===== src/rtl/am_chan_scheduler_pkg.sv =====
// Shared types and the round-robin pick helper for the multi-channel AM scheduler.
// Samples are Q1.15, modulated results Q2.30-ish 32-bit, factors unsigned Q8.8.
package am_chan_scheduler_pkg;

   typedef logic signed [15:0] sig_t;
   typedef logic signed [31:0] msig_t;
   typedef logic        [15:0] fac_t;

   localparam fac_t FAC_ONE = 16'd256;
   localparam int   MAX_CH  = 8;

   // Returns the first requesting index at or after ptr, wrapping within nch.
   // The caller decides whether anything was requesting at all.
   function automatic logic [2:0] rr_pick(input logic [MAX_CH-1:0] valid,
                                          input logic [2:0]        ptr,
                                          input int                nch);
      logic [2:0] pick;
      logic       found;
      int         idx;
      pick  = '0;
      found = 1'b0;
      for (int i = 0; i < MAX_CH; i++) begin
         idx = (int'(ptr) + i) % nch;
         if (!found && (i < nch) && valid[3'(idx)]) begin
            pick  = 3'(idx);
            found = 1'b1;
         end
      end
      return pick;
   endfunction

endpackage


===== src/rtl/am_chan_scheduler_if.sv =====
// Request and result handshake bundle between the channel sources, the scheduler
// and the downstream consumer.
interface am_chan_scheduler_if
   import am_chan_scheduler_pkg::*;
#(
   parameter int NCH = 4
);
   localparam int CHW = $clog2(NCH);

   logic [NCH-1:0] req_valid;
   logic [NCH-1:0] req_ready;
   sig_t [NCH-1:0] req_carrier;
   sig_t [NCH-1:0] req_signal;
   logic           out_valid;
   logic           out_ready;
   msig_t          out_data;
   logic [CHW-1:0] out_ch;

   modport master (
      output req_valid, req_carrier, req_signal, out_ready,
      input  req_ready, out_valid, out_data, out_ch
   );

   modport slave (
      input  req_valid, req_carrier, req_signal, out_ready,
      output req_ready, out_valid, out_data, out_ch
   );

endinterface


===== src/rtl/am_chan_scheduler_pipe.sv =====
// Two-stage AM modulator (multiply, then offset/output register) with a global
// enable; the tag travels alongside the data so results stay channel-labelled.
module am_mod_pipe
   import am_chan_scheduler_pkg::*;
#(
   parameter int TAGW = 2
)(
   input  logic            clk,
   input  logic            rst_n,
   input  logic            en_i,
   input  logic            valid_i,
   input  sig_t            carrier_i,
   input  sig_t            signal_i,
   input  fac_t            fac_i,
   input  logic [TAGW-1:0] tag_i,
   output logic            valid_o,
   output msig_t           data_o,
   output logic [TAGW-1:0] tag_o,
   output logic            s1Valid_o
);

   msig_t             mulW;
   logic signed [39:0] prodW;
   msig_t             interW;
   msig_t             fullW;

   logic            s1Valid_q;
   msig_t           s1Inter_q;
   sig_t            s1Carrier_q;
   logic [TAGW-1:0] s1Tag_q;
   logic            s2Valid_q;
   msig_t           s2Data_q;
   logic [TAGW-1:0] s2Tag_q;

   // Only bits [39:8] of the scaled product survive, so a 40-bit product is enough;
   // the upper bits of inter wrap away on purpose.
   assign mulW   = (32'(carrier_i) * 32'(signal_i)) <<< 1;
   assign prodW  = 40'(mulW) * 40'($signed({1'b0, fac_i}));
   assign interW = 32'(prodW >>> 8);
   assign fullW  = 32'((33'(s1Inter_q) + (33'(s1Carrier_q) <<< 16)) >>> 1);

   always_ff @(posedge clk or negedge rst_n) begin
      if (!rst_n) begin
         s1Valid_q   <= 1'b0;
         s1Inter_q   <= '0;
         s1Carrier_q <= '0;
         s1Tag_q     <= '0;
         s2Valid_q   <= 1'b0;
         s2Data_q    <= '0;
         s2Tag_q     <= '0;
      end else if (en_i) begin
         s1Valid_q   <= valid_i;
         s1Inter_q   <= interW;
         s1Carrier_q <= carrier_i;
         s1Tag_q     <= tag_i;
         s2Valid_q   <= s1Valid_q;
         s2Data_q    <= fullW;
         s2Tag_q     <= s1Tag_q;
      end
   end

   assign valid_o   = s2Valid_q;
   assign data_o    = s2Data_q;
   assign tag_o     = s2Tag_q;
   assign s1Valid_o = s1Valid_q;

endmodule


===== src/rtl/am_chan_scheduler.sv =====
// Round-robin front end sharing one AM modulator pipeline across NCH channels,
// with a per-channel runtime modulation factor and whole-pipe backpressure.
module am_chan_scheduler
   import am_chan_scheduler_pkg::*;
#(
   parameter int   NCH     = 4,
   parameter fac_t FAC_RST = FAC_ONE
)(
   input  logic                   clk,
   input  logic                   rst_n,
   am_chan_scheduler_if.slave     bus,
   input  logic                   cfg_we_i,
   input  logic [$clog2(NCH)-1:0] cfg_ch_i,
   input  fac_t                   cfg_fac_i,
   output logic                   busy_o
);

   localparam int             CHW   = $clog2(NCH);
   localparam logic [CHW:0]   NCH_W = (CHW + 1)'(NCH);

   logic           advanceEn;
   logic           anyValid;
   logic           accept;
   logic           cfgHit;
   logic           s1Valid;
   logic [CHW-1:0] grant;
   logic [CHW-1:0] rrPtr_d;

   logic [CHW-1:0] rrPtr_q;
   logic           armed_q;
   fac_t           fac_q [NCH];
   logic           s0Valid_q;
   sig_t           s0Carrier_q;
   sig_t           s0Signal_q;
   fac_t           s0Fac_q;
   logic [CHW-1:0] s0Ch_q;

   // armed_q keeps req_ready low while reset is asserted and for the first edge after.
   assign advanceEn     = !(bus.out_valid && !bus.out_ready);
   assign anyValid      = |bus.req_valid;
   assign grant         = CHW'(rr_pick(MAX_CH'(bus.req_valid), 3'(rrPtr_q), NCH));
   assign accept        = advanceEn && anyValid && armed_q;
   assign bus.req_ready = accept ? (NCH'(1) << grant) : '0;
   assign cfgHit        = cfg_we_i && ({1'b0, cfg_ch_i} < NCH_W);

   always_comb begin
      rrPtr_d = rrPtr_q;
      if (accept) begin
         rrPtr_d = (grant == CHW'(NCH - 1)) ? '0 : grant + 1'b1;
      end
   end

   always_ff @(posedge clk or negedge rst_n) begin
      if (!rst_n) begin
         rrPtr_q <= '0;
         armed_q <= 1'b0;
         for (int i = 0; i < NCH; i++) begin
            fac_q[i] <= FAC_RST;
         end
      end else begin
         rrPtr_q <= rrPtr_d;
         armed_q <= 1'b1;
         if (cfgHit) begin
            fac_q[cfg_ch_i] <= cfg_fac_i;
         end
      end
   end

   // The factor is latched with the sample, so a write on the accept edge lands afterwards.
   always_ff @(posedge clk or negedge rst_n) begin
      if (!rst_n) begin
         s0Valid_q   <= 1'b0;
         s0Carrier_q <= '0;
         s0Signal_q  <= '0;
         s0Fac_q     <= '0;
         s0Ch_q      <= '0;
      end else if (advanceEn) begin
         s0Valid_q <= accept;
         if (accept) begin
            s0Carrier_q <= bus.req_carrier[grant];
            s0Signal_q  <= bus.req_signal[grant];
            s0Fac_q     <= fac_q[grant];
            s0Ch_q      <= grant;
         end
      end
   end

   am_mod_pipe #(
      .TAGW (CHW)
   ) u_pipe (
      .clk       (clk),
      .rst_n     (rst_n),
      .en_i      (advanceEn),
      .valid_i   (s0Valid_q),
      .carrier_i (s0Carrier_q),
      .signal_i  (s0Signal_q),
      .fac_i     (s0Fac_q),
      .tag_i     (s0Ch_q),
      .valid_o   (bus.out_valid),
      .data_o    (bus.out_data),
      .tag_o     (bus.out_ch),
      .s1Valid_o (s1Valid)
   );

   assign busy_o = s0Valid_q | s1Valid | bus.out_valid;

endmodule


===== src/flat_wrapper.sv =====
// flat-port wrapper written by rule: the top's interface ports become plain ports
module am_chan_scheduler_flat import am_chan_scheduler_pkg::*;
#(
   parameter int   NCH     = 4,
   parameter fac_t FAC_RST = FAC_ONE
)
  (clk, rst_n, cfg_we_i, cfg_ch_i, cfg_fac_i, busy_o, bus_req_valid, bus_req_carrier, bus_req_signal, bus_out_ready, bus_req_ready, bus_out_valid, bus_out_data, bus_out_ch);
  am_chan_scheduler_if #(.NCH(NCH)) bus_i ();
  input  logic clk;
  input  logic rst_n;
  input  logic cfg_we_i;
  input  logic [$clog2(NCH)-1:0] cfg_ch_i;
  input  fac_t cfg_fac_i;
  output logic busy_o;
  input wire logic [$bits(bus_i.req_valid)-1:0] bus_req_valid;
  input wire logic [$bits(bus_i.req_carrier)-1:0] bus_req_carrier;
  input wire logic [$bits(bus_i.req_signal)-1:0] bus_req_signal;
  input wire logic [$bits(bus_i.out_ready)-1:0] bus_out_ready;
  output wire logic [$bits(bus_i.req_ready)-1:0] bus_req_ready;
  output wire logic [$bits(bus_i.out_valid)-1:0] bus_out_valid;
  output wire logic [$bits(bus_i.out_data)-1:0] bus_out_data;
  output wire logic [$bits(bus_i.out_ch)-1:0] bus_out_ch;
  assign bus_i.req_valid = bus_req_valid;
  assign bus_i.req_carrier = bus_req_carrier;
  assign bus_i.req_signal = bus_req_signal;
  assign bus_i.out_ready = bus_out_ready;
  assign bus_req_ready = bus_i.req_ready;
  assign bus_out_valid = bus_i.out_valid;
  assign bus_out_data = bus_i.out_data;
  assign bus_out_ch = bus_i.out_ch;
  am_chan_scheduler #(.NCH(NCH), .FAC_RST(FAC_RST)) u_core (.clk(clk), .rst_n(rst_n), .bus(bus_i), .cfg_we_i(cfg_we_i), .cfg_ch_i(cfg_ch_i), .cfg_fac_i(cfg_fac_i), .busy_o(busy_o));
endmodule

===== config.mk =====
export PLATFORM = sky130hd
export DESIGN_NAME = am_chan_scheduler_flat
export DESIGN_NICKNAME = d
export VERILOG_FILES = /design/src/rtl/am_chan_scheduler_pkg.sv /design/src/rtl/am_chan_scheduler_if.sv /design/src/rtl/am_chan_scheduler_pipe.sv /design/src/rtl/am_chan_scheduler.sv /design/src/flat_wrapper.sv
export SDC_FILE = /design/constraint.sdc
export NUM_CORES = 2
export LEC_CHECK = 0
export CAP_MARGIN = 10
export CORE_MARGIN = 8
export CORE_UTILIZATION = 45
export DETAILED_ROUTE_END_ITERATION = 10
export SLEW_MARGIN = 20
export SYNTH_ARGS = -nofsm -noshare
export SYNTH_HDL_FRONTEND = slang
export SYNTH_SLANG_ARGS = --single-unit

===== constraint.sdc =====
create_clock -name clk -period 31.8 [get_ports clk]
set_input_delay 3.18 -clock clk [delete_from_list [all_inputs] [get_ports clk]]
set_output_delay 3.18 -clock clk [all_outputs]
set_load 0.05 [all_outputs]

==> summary.md <==
| Metric | Value |
|---|---|
| Maxcap violations | `0` |
| RD Place Congestion | `around 0.88` |
| Vias after detailed routing | `around 25000` |
| Seq/Total Area, Yosys | `14.9%` |
| Post-synth EDFFs | `0` |
| Initial antenna violation count | `5` |
| Status | `finished, final reports clean` |
| Synthesized flop and latch total | `between 200 and 250` |
| Largest net degree at the start of global routing | `slightly above 80` |
| Worst R2R Setup Slack | `about 19 ns` |
| Net count after synthesis | `4900` |
| CP peak stage delay | `about 0.74 ns` |
| First-pass GRT wire length | `roughly 150 mm` |
| Clk slew on worst S/H paths | `roughly 0.060 ns` |
| Worst-Margin Slew | `between 1 and 1.5 ns` |
| Chip Height | `between 200 and 300 µm` |
| Slowest CP cell | `fa_1` |
| Worst Path Required | `roughly 32 ns` |
| Pre-antenna DRT Iters | `5` |
| DRC violations left | `0` |
| Rows | `101` |
| Post-Syn Area | `roughly 0.034 mm²` |
| Clock Sinks | `about 200` |
| Core box area | `0.0754 mm²` |
| Critical Path End | `u_core.u_pipe.s1Inter_q[31]$_DFFE_PN0N_` |
| Critical Path Fanout Max | `17` |
| Finish-stage setup viols | `0` |
| Most used cell, CP | `fa_1` |
| Syn Area/Cell | `between 8 and 9 µm²` |
| Hold buffer count at CTS | `0` |
| RSZ-0062 raised after global routing | `false` |
| Final TNS setup | `0 ns` |
| Gr usage total | `a little over a fifth` |
| Post-synth top cells | `inv_1 (831), nand2_1 (688), fa_1 (652)` |
| Post-route ant nets | `0` |
| Clk buf depth | `3` |
| Top-count cell post-synth | `inv_1` |
| DP Area | `between 0.03 and 0.04 mm²` |
| I/O pin count | `roughly 190` |
| Synth unique cells | `67` |
| Slew Viols, Final | `0` |
| Synth warn | `0` |
| P&R area growth vs syn | `10.8%` |
| Crit path launch | `u_core.s0Signal_q[1]$_DFFE_PN0P_` |
| Synth top area cells | `fa_1 (38%), dfrtp_1 (15%), inv_1 (9.2%)` |
| Vias in the first global route | `about 27000` |
| Area leader, netlist | `fa_1` |
| Initial DRC count | `about 1500` |
| Die area | `0.0847 mm²` |
| Worst reg-to-reg path cell count | `40` |
| Inserted Diodes | `0` |
| Worst-Skew Late Latency | `approximately 0.57 ns` |
| Initial core utilization | `between 40% and 50%` |
| GRT Residual Overflow | `0` |
| Final Hold Fails | `0` |
| Post-Synthesis Cells | `3900` |
| Wire per inst | `18.1 µm` |
| Dpl cells | `~4900` |
| Minimum clock period | `between 10 and 15 ns` |
| Post-CTS setup buffers | `0` |
| Critical path startpoint category | `register` |
| Crit end category | `register` |
| CTS tree | `done` |
| Layout cell share with drive strength beyond 1 | `approximately 4.3%` |
| Root buffer cell | `clkbuf_16` |
| Post-DR vias/cell | `around 5.0` |
| Max Clk Rate | `slightly above 80 MHz` |
| Worst rel slew slack | `30.9%` |
| Max H-tree Level | `1` |
| IO Port Bufs | `193` |
| Die width | `291 µm` |
| Dominant synthesized flop cell | `dfrtp_1` |
| Clock Skews | `a little over 0.06 ns` |
| Post-Layout Cell Count | `roughly 5000` |
| Cts repair resizes | `0` |
| Area share of the largest cell type after synthesis | `around two fifths` |
| DRT Wirelength | `roughly 90 mm` |
| Design area | `0.0377 mm²` |
| Worst min path class | `reg2reg` |
| Post-synth ARST share | `100%` |
| Nets | `around 5000` |
| Inserted Clock Buffers | `24` |
| RR Startpoint | `u_core.s0Signal_q[1]$_DFFE_PN0P_` |
| Tcrit/Tclk final | `39.1%` |
| R2r endpoint | `u_core.u_pipe.s1Inter_q[31]$_DFFE_PN0N_` |
| Worst endpoint data arrival time | `12.78 ns` |
| Setup CP Type | `reg2reg` |
| Dpl hpwl | `just over 70 mm` |
==> flip-flops by register name, summed over array words and instances, names as in the netlist, 2 cells and up <==
register,flops
u_core.u_pipe.s1Tag_q,2
u_core.s0Fac_q,16
u_core.s0Signal_q,16
u_core.rrPtr_q,2
u_core.u_pipe.s1Inter_q,31
u_core.s0Carrier_q,16
u_core.s0Ch_q,2
u_core.u_pipe.s1Carrier_q,16
u_core.fac_q,64
u_core.u_pipe.data_o,32
u_core.u_pipe.tag_o,2
==> layout by cell type (no fill, tap or decap), types with 28 or more instances in the layout <==
cell | synthesis | layout
a21oi_1 | 79 | 79
and2_1 | 293 | 293
buf_4 | 0 | 46
clkdlybuf4s50_1 | 0 | 192
dfrtp_1 | 199 | 198
fa_1 | 652 | 652
ha_1 | 194 | 194
inv_1 | 831 | 831
mux2_2 | 64 | 64
nand2_1 | 688 | 688
nand3_1 | 68 | 67
nor2_1 | 228 | 228
o21ai_0 | 130 | 130
xnor2_1 | 59 | 58
xor2_1 | 30 | 28
==> critical path: cells and delay by family, from the launching register on <==
kind            cells  cell delay (ns)
simple gates        5             1.11
fa+ha+maj          13             6.32
compound gates      4             0.67
flops               1             0.60
buf+inv             7             0.72
xor+xnor           11             2.81
==> cell type report <==
| cell class | count | area [µm²] |
|---|---|---|
| Clock inverter | 6 | 101 |
| Multi-Input combinational cell | 2684 | 25300 |
| Clock buffer | 34 | 678 |
| Fill cell | 7247 | 37700 |
| Inverter | 832 | 3120 |
| Tap cell | 978 | 1220 |
| Sequential cell | 203 | 5090 |
| Timing Repair Buffer | 239 | 2280 |
==> cell families after synthesis <==
group	synth area share, %
muxes	2.17
DFF	14.9
adders and majority gates	45.5
AOI/OAI and AO/OA	5.59
buffers and inverters	11.2
and+or+nand+nor	18.2
xor gates and xnor gates	2.49
other	0.0110
==> worst min path at each step <==
| stage | startpoint | end | slack (ns) | cells after the start |
|---|---|---|---|---|
| floorplan | u_core.u_pipe.s1Tag_q[0]$_DFFE_PN0N_ | u_core.u_pipe.s1Tag_q[0]$_DFFE_PN0N_ | 0.44 | 2 |
| global placement | u_core.u_pipe.data_o[13]$_DFFE_PN0N_ | u_core.u_pipe.data_o[13]$_DFFE_PN0N_ | 0.45 | 2 |
| detailed placement | u_core.u_pipe.data_o[10]$_DFFE_PN0N_ | u_core.u_pipe.data_o[10]$_DFFE_PN0N_ | 0.46 | 2 |
| CTS | u_core.u_pipe.s1Inter_q[10]$_DFFE_PN0N_ | u_core.u_pipe.data_o[9]$_DFFE_PN0N_ | 0.46 | 2 |
| global route | u_core.u_pipe.s1Inter_q[14]$_DFFE_PN0N_ | u_core.u_pipe.data_o[13]$_DFFE_PN0N_ | 0.48 | 2 |
| finish | u_core.u_pipe.data_o[10]$_DFFE_PN0N_ | u_core.u_pipe.data_o[10]$_DFFE_PN0N_ | 0.46 | 2 |
==> per-stage QoR <==
stage,setup slack [ns],hold slack [ns],util [%]
final,19.38,0.461,50.0
after global routing,18.63,0.485,50.0
after CTS,19.33,0.461,50.0
after detailed placement,19.39,0.455,49.0
after global placement,19.63,0.452,49.0
after floorplan,20.39,0.439,-
==> per-layer routing <==
metal  vias to the layer above  global-route usage [%]  routed length, µm
li1                      11699                       -                  -
met1                     12459                    31.2              41800
met2                       763                    34.8              40000
met3                        92                    3.96               6930
met4                         2                    2.94               1230
met5                         -                       0                 13
Power is left out: the tool's default activity adds up to more than one toggle a clock period on the data nets, which glitch-free logic cannot reach.
